==> src/rtl/matrix_operand_loader_pkg.sv <==
// Shared helpers for the matrix operand loader: counter type and slot bit-offset math.
package matrix_operand_loader_pkg;

  typedef logic [15:0] frame_cnt_t;

  // LSB position of a flat element slot inside a packed 2D operand bus.
  function automatic int slot_lsb(input int idx, input int width);
    return idx * width;
  endfunction

endpackage

==> src/rtl/matrix_operand_loader.sv <==
// Serial-to-parallel loader: assembles packed A/B operands from an element stream
// and holds them stable for a downstream combinational multiplier.
module matrix_operand_loader
  import matrix_operand_loader_pkg::*;
#(
  parameter int bitlength = 8,
  parameter int M1_D1     = 3,
  parameter int M1_D2     = 4,
  parameter int M2_D2     = 2
) (
  input  logic                               clk,
  input  logic                               rst_n,
  input  logic                               clear,
  input  logic                               s_valid,
  output logic                               s_ready,
  input  logic [bitlength-1:0]               s_data,
  input  logic                               s_last,
  output logic [M1_D1*M1_D2*bitlength-1:0]   AI,
  output logic [M1_D2*M2_D2*bitlength-1:0]   BI,
  output logic                               op_valid,
  input  logic                               op_ready,
  output logic                               err,
  output logic [15:0]                        frame_cnt
);

  localparam int NA = M1_D1 * M1_D2;
  localparam int NB = M1_D2 * M2_D2;
  localparam int N  = NA + NB;
  localparam int IW = $clog2(N);
  localparam logic [IW-1:0] IDX_LAST = IW'(N - 1);

  typedef enum logic {LOAD = 1'b0, HOLD = 1'b1} state_t;

  state_t                  state_q, state_d;
  logic [IW-1:0]           idx_q, idx_d;
  logic                    s_ready_q, s_ready_d;
  logic                    op_valid_q, op_valid_d;
  logic                    err_q, err_d;
  frame_cnt_t              frame_cnt_q, frame_cnt_d;
  logic [NA*bitlength-1:0] ai_q, ai_d;
  logic [NB*bitlength-1:0] bi_q, bi_d;
  logic                    accept;

  // s_ready_q is only high in LOAD, so this also blocks writes while operands are held.
  assign accept = s_valid && s_ready_q && !clear;

  genvar gi;
  generate
    for (gi = 0; gi < NA; gi++) begin : g_a_slot
      assign ai_d[slot_lsb(gi, bitlength) +: bitlength] =
        (accept && idx_q == IW'(gi)) ? s_data : ai_q[slot_lsb(gi, bitlength) +: bitlength];
    end
    for (gi = 0; gi < NB; gi++) begin : g_b_slot
      assign bi_d[slot_lsb(gi, bitlength) +: bitlength] =
        (accept && idx_q == IW'(NA + gi)) ? s_data : bi_q[slot_lsb(gi, bitlength) +: bitlength];
    end
  endgenerate

  always_comb begin
    state_d     = state_q;
    idx_d       = idx_q;
    s_ready_d   = s_ready_q;
    op_valid_d  = op_valid_q;
    err_d       = 1'b0;
    frame_cnt_d = frame_cnt_q;
    if (clear) begin
      state_d    = LOAD;
      idx_d      = '0;
      op_valid_d = 1'b0;
      s_ready_d  = 1'b1;
    end else begin
      case (state_q)
        LOAD: begin
          s_ready_d = 1'b1;
          if (accept) begin
            if (idx_q == IDX_LAST && s_last) begin
              state_d     = HOLD;
              idx_d       = '0;
              s_ready_d   = 1'b0;
              op_valid_d  = 1'b1;
              frame_cnt_d = frame_cnt_q + 16'd1;
            end else if (s_last || idx_q == IDX_LAST) begin
              err_d = 1'b1;
              idx_d = '0;
            end else begin
              idx_d = idx_q + IW'(1);
            end
          end
        end
        HOLD: begin
          if (op_ready) begin
            state_d    = LOAD;
            idx_d      = '0;
            op_valid_d = 1'b0;
            s_ready_d  = 1'b1;
          end
        end
        default: state_d = LOAD;
      endcase
    end
  end

  always_ff @(posedge clk or negedge rst_n) begin
    if (!rst_n) begin
      state_q     <= LOAD;
      idx_q       <= '0;
      s_ready_q   <= 1'b0;
      op_valid_q  <= 1'b0;
      err_q       <= 1'b0;
      frame_cnt_q <= '0;
      ai_q        <= '0;
      bi_q        <= '0;
    end else begin
      state_q     <= state_d;
      idx_q       <= idx_d;
      s_ready_q   <= s_ready_d;
      op_valid_q  <= op_valid_d;
      err_q       <= err_d;
      frame_cnt_q <= frame_cnt_d;
      ai_q        <= ai_d;
      bi_q        <= bi_d;
    end
  end

  assign s_ready   = s_ready_q;
  assign op_valid  = op_valid_q;
  assign err       = err_q;
  assign frame_cnt = frame_cnt_q;
  assign AI        = ai_q;
  assign BI        = bi_q;

endmodule

==> config.mk <==
export PLATFORM = sky130hd
export DESIGN_NAME = matrix_operand_loader
export DESIGN_NICKNAME = d
export VERILOG_FILES = /design/src/rtl/matrix_operand_loader_pkg.sv /design/src/rtl/matrix_operand_loader.sv
export SDC_FILE = /design/constraint.sdc
export NUM_CORES = 1
export LEC_CHECK = 0
export CORE_UTILIZATION = 54
export CTS_BUF_LIST = sky130_fd_sc_hd__clkbuf_8
export DETAILED_ROUTE_END_ITERATION = 12
export PLACE_DENSITY_LB_ADDON = 0.1
export SYNTH_ARGS = -nofsm -noshare
export SYNTH_HDL_FRONTEND = slang
export SYNTH_SLANG_ARGS = --single-unit
==> constraint.sdc <==
create_clock -name clk -period 5.4 [get_ports clk]
set_input_delay 0.81 -clock clk [delete_from_list [all_inputs] [get_ports clk]]
set_output_delay 0.81 -clock clk [all_outputs]
set_load 0.1 [all_outputs]
==> impl_results.md, run 1 <==
* P per Cell Area at 325.9 nW/um^2
* Max-cap viol count at 0
* Final worst-path setup slack at 2515 ps
* Commonest non-fill, non-tap cell in the layout: clkdlybuf4s50_1
* CTS tree: done
* #FFs+latches synth at 185
* Critical-path maximum fanout at 7
* Top cell type's share of synthesized area at 0.6238
* Row count at 42
* Mapped Nets at 514
* Tightest Pin Transition at 1060 ps
* Worst min path class: in2async
* Commonest non-fill, non-tap cells in the layout: clkdlybuf4s50_1 (191), dfrtp_1 (185), mux2_2 (158)
* Synth cell types at 33
* Initial antenna violation count at 0
* Antenna cells at 0
* Final net count at 700
* Leak at 4.756 nW
* Cell Chain, Critical Path: clkdlybuf4s50_1
* CP Data Arrival Time at 2080 ps
* Final hold violations at 0
* Total CTS buffers at 17
* DR vias/cell at 5.325
* HPWL after detailed placement at 12050 um
* Pre-antenna DRT Iters at 4
* Area of the core at 13350 um^2
* Post-Place Setup Slack at 2427 ps
* Mapped Area at 7421 um^2
* Final Max Slew Viols at 0
* Largest net degree at the start of global routing at 100
* Via count at 4601
* Startpoint types: register
* Post-synthesis sequential area ratio at 0.6238
* Post-CTS Hold Buffers at 0
* Final setup TNS at 0 ps
* Full die area at 14210 um^2
* Initial core utilization at 0.5560
* Syn Area/Cell at 15.11 um^2
* Required time of the critical path at 4590 ps
* First-pass GRT wire length at 27330 um
* H-tree depth at 4
* Reg area at 4629 um^2
* Synth Instances at 491
* Multi-input combinational cell area at 2646 um^2
* Drt first-iter violations at 194
* Total track usage at 0.2589
* Cell family with the largest share of critical-path delay: buffers and inverters
* Buffers & Inverters on Critical Path at 1
* Post-CTS Setup Bufs at 0
* Outcome: finished, final reports clean
* Rel. slew slack at 0.2911
* Slowest-stage cell, CP: clkdlybuf4s50_1
* Worst Setup End Kind: output port
* Fraction of layout cells with a size suffix above 1 at 0.2936
* Largest area contributor in the netlist: dfrtp_1
* Die Span Y at 119.2 um
* Clock Sinks at 185
* Gpl congestion at 0.7357
* Layout overhead on the synthesized area at 32.71%
* Clk_skew at 11.05 ps
* Routed Antenna Nets at 0
* Fillers at 909
* IO Pins at 193
* Largest vdd supply drop at 0.2441 mV
* Finished Layout Cells at 864
* Final setup vio count at 0
* Longest Clk Path Bufs at 2
* Power, Total at 0.003210 W
* Clock Latency Late Sink at 460 ps
* Synth warnings at 0
* FMAX at 0.3466 GHz
* Synth area leaders: dfrtp_1 (62%), mux2_2 (24%), ha_1 (1.5%)
* Reg clk slew, reported paths at 80 ps
* Crit Path Class: reg2out
* DP Cell Count at 834
* RSZ-0062 raised after global routing: false
* Vias in the first global route at 4952
* Final core utilization at 0.7378
* Fin crit period at 2885 ps
* GR Overflow Total at 0
* Die Wd at 119.2 um
* Post-CTS sizing at 0
* Final Routed Wirelength at 17140 um
* Crit-path max cell delay at 1170 ps
* Remaining DRCs at 0
* Root buf cell: clkbuf_8
* Period utilisation layout at 0.5343
* Number of I/O port buffers at 192
* Mean routed wirelength per cell at 19.84 um
==> final cells by class <==
| type | instances | share of cell area |
|---|---|---|
| Inverter | 5 | 0.001906 |
| Clock buffer | 19 | 0.02655 |
| Tap cell | 176 | 0.02236 |
| Multi-Input combinational cell | 274 | 0.2687 |
| Sequential cell | 185 | 0.4701 |
| Clock inverter | 11 | 0.01359 |
| Timing Repair Buffer | 194 | 0.1968 |
==> cell usage after synthesis (all sizes together) <==
master  number
nor2         8
and4bb       1
ha           9
a21oi        3
and2         4
o21ai        6
mux2i        1
dfrtp      185
clkbuf      17
a21bo        2
nand2       19
and2b        2
nor4b        1
and3b        1
nand3b       2
inv          5
nand4        4
mux2       161
xnor2        9
and3         9
xor2         6
and4         4
nand3       15
nand2b       6
buf         10
o21bai       1
==> metal layers <==
metal,GRT usage,routed length [um]
met1,0.3117,6986
met2,0.4386,8734
met3,0.08190,1163
met4,0.08861,258
met5,0,0
==> where the power goes <==
part / switching, W / internal (W) / total, W
sequential: 0.0000372 / 0.00145 / 0.00149
clock: 0.000456 / 0.000470 / 0.000927
combinational: 0.000619 / 0.000175 / 0.000794
==> flip-flops by register name (all words and copies together) (netlist names) <==
register   flops
BI            64
AI            96
frame_cnt     16
s_ready        1
state_q        1
idx_q          5
err            1
op_valid       1
==> through the flow <==
step	hold slack, ps	cell area [um^2]
CTS	455.9	9848
floorplan	514.4	7421
global placement	463.0	9453
finish	423.6	9848
detailed placement	466.6	9453
global route	497.5	9848
==> logic make-up after synthesis <==
logic type	Yosys count	synth area share
simple gates	76	0.06828
compound gates	12	0.009778
xor+xnor	15	0.01770
buf+inv	32	0.01956
mux	162	0.2457
flops	185	0.6238
fa+ha+maj	9	0.01517
==> worst paths after layout <==
check / slack [ps] / to / cells after the start / from
setup / recovery: 2510 / frame_cnt[2] / 1 / frame_cnt[2]
hold / removal: 420 / op_valid / 1 / rst_n
setup reg to reg: 3170 / idx_q[0] / 7 / idx_q[2]
hold reg to reg: 470 / frame_cnt[15] / 1 / frame_cnt[15]
max in group asynchronous: 3810 / AI[82] / 2 / rst_n
min in group clk: 470 / frame_cnt[15] / 1 / frame_cnt[15]
Power figures use the tool's default switching activity.
==> run 2: changes to the inputs <==
CORE_UTILIZATION = 50   (was 54)
clock period = 2.88 ns   (was 5.4 ns; I/O delays follow)
==> impl_results.md, run 2 (synthesis results as in run 1) <==
* Period utilisation layout at 0.7952
* RR Endpoint: frame_cnt[1]
* Die Wd at 123.8 um
* Via count at 4659
* Post-CTS Setup Bufs at 0
* Clk_skew at 9.384 ps
* Power, Total at 0.005980 W
* P_sw at 0.002129 W
* Reg2reg path depth at 7
* CP Data Arrival Time at 2640 ps
* Full die area at 15330 um^2
* Cell Int Power at 0.003851 W
* Fillers at 1121
* Post-CTS sizing at 0
* Tightest Pin Transition at 867.7 ps
* Final net count at 707
* Final Max Slew Viols at 0
* Commonest non-fill, non-tap cells in the layout: buf_4 (186), dfrtp_1 (185), mux2_2 (158)
* Layout overhead on the synthesized area at 27.79%
* Row count at 44
* Worst Setup End Kind: register
* Reg clk slew, reported paths at 90 ps
* P per Cell Area at 630.6 nW/um^2
* Antenna cells at 0
* Remaining DRCs at 0
* Final setup TNS at 0 ps
* Final hold violations at 0
* Worst min path class: reg2reg
* Fin crit period at 2290 ps
* Finished Cell Area at 9483 um^2
* CTS tree: done
* Max-cap viol count at 0
* Gpl congestion at 0.7680
* Largest vdd supply drop at 0.3727 mV
* Gate power share at 0.243
* Total track usage at 0.2270
* Final core utilization at 0.6525
* FMAX at 0.4367 GHz
* Clock Sinks at 185
* Final Routed Wirelength at 16800 um
* R2R Setup Slk at 590 ps
* Largest net degree at the start of global routing at 69
* Leak at 5.139 nW
* Commonest non-fill, non-tap cell in the layout: buf_4
* Required time of the critical path at 3230 ps
* Area after DPL at 9075 um^2
* Initial core utilization at 0.5106
* RSZ-0062 raised after global routing: false
* Hold Path Depth at 1
* Switching Share at 0.3560
* Sequential share of power at 0.468
* Die Span Y at 123.8 um
* Post-CTS Hold Buffers at 1
* DR vias/cell at 5.288
* Drt first-iter violations at 168
* Final setup vio count at 0
* Number of I/O port buffers at 192
* Total CTS buffers at 17
* Routed Antenna Nets at 0
* Outcome: finished, final reports clean
* Hold EP: frame_cnt[15]
* Hold Crit Start: frame_cnt[15]
* Max FFs per register at 96
* Rel. slew slack at 0.4197
* Fraction of layout cells with a size suffix above 1 at 0.5624
* H-tree depth at 4
* IO Pins at 193
* Area of the core at 14530 um^2
* Clock Latency Late Sink at 450 ps
* Critical-path maximum fanout at 10
* Initial antenna violation count at 0
* First-pass GRT wire length at 25560 um
* Vias in the first global route at 4599
* Fin Hold WS at 484.2 ps
* Mean routed wirelength per cell at 19.07 um
* GR Overflow Total at 0
* Longest Clk Path Bufs at 2
* HPWL after detailed placement at 11740 um
* Worst r2r src: idx_q[2]
* Power share of the clock group at 0.289
* Crit Path Class: reg2reg
* Root buf cell: clkbuf_8
* Pre-antenna DRT Iters at 4
* Startpoint types: register
-- run 2: cell types whose count changed in the layout (fill, tap and decap cells not counted), moves of 2 or more --
cell             previous run  this run
inv_1                       9         6
buf_4                       2       186
clkinv_2                    1         5
clkdlybuf4s50_1           191        12
clkbuf_8                   19        21
inv_6                       0         2
-- run 2: critical path: stages, from the launching register on --
cell     delay (ps)
dfrtp_1         550
nor2_4          290
nand3_1         160
inv_1           120
ha_1            150
and3_1          300
and2_1          260
mux2_2          350
-- run 2: per-layer routing --
layer,part of all wire,track usage,vias to the layer above
li1,-,-,2103
met3,0.071,0.07830,19
met4,0.015,0.07229,0
met2,0.49,0.3622,137
met5,0,0,-
met1,0.42,0.2900,2400
-- run 2: area by class of cell --
type,count,area [um^2],area share
clock buffers,20,275.3,0.02903
repair buffers,201,1560,0.1645
well taps,184,230.2,0.02428
multi-input cells,274,2646,0.2791
inverters,5,18.77,0.001979
clock inverters,12,122.6,0.01293
flip-flops and latches,185,4629,0.4882
-- run 2: per-stage QoR --
step	setup WS, ps	cells
5_1_grt	418.2	881
3_3_place_gp	355.9	848
6_report	589.9	881
4_1_cts	587.2	881
3_5_place_dp	274.6	848
2_1_floorplan	664.0	491
-- run 2: power groups by stage --
| stage | registers [W] | logic [W] | clock network (W) |
|---|---|---|---|
| after floorplan | 0.00377 | 0.000168 | 0 |
| after global placement | 0.00284 | 0.00145 | 0 |
| after detailed placement | 0.00285 | 0.00146 | 0 |
| after CTS | 0.00280 | 0.00146 | 0.00177 |
| after global routing | 0.00281 | 0.00150 | 0.00188 |
| final | 0.00280 | 0.00145 | 0.00173 |
-- run 2: worst max-delay path by stage --
stage / startpoint / end / slack, ps / cells past startpoint
finish: idx_q[2] / frame_cnt[1] / 590 / 7
global route: idx_q[2] / frame_cnt[1] / 420 / 7
floorplan: s_ready / BI[23] / 660 / 6
CTS: idx_q[2] / frame_cnt[1] / 590 / 7
global placement: clear / BI[23] / 360 / 5
detailed placement: clear / BI[23] / 270 / 5
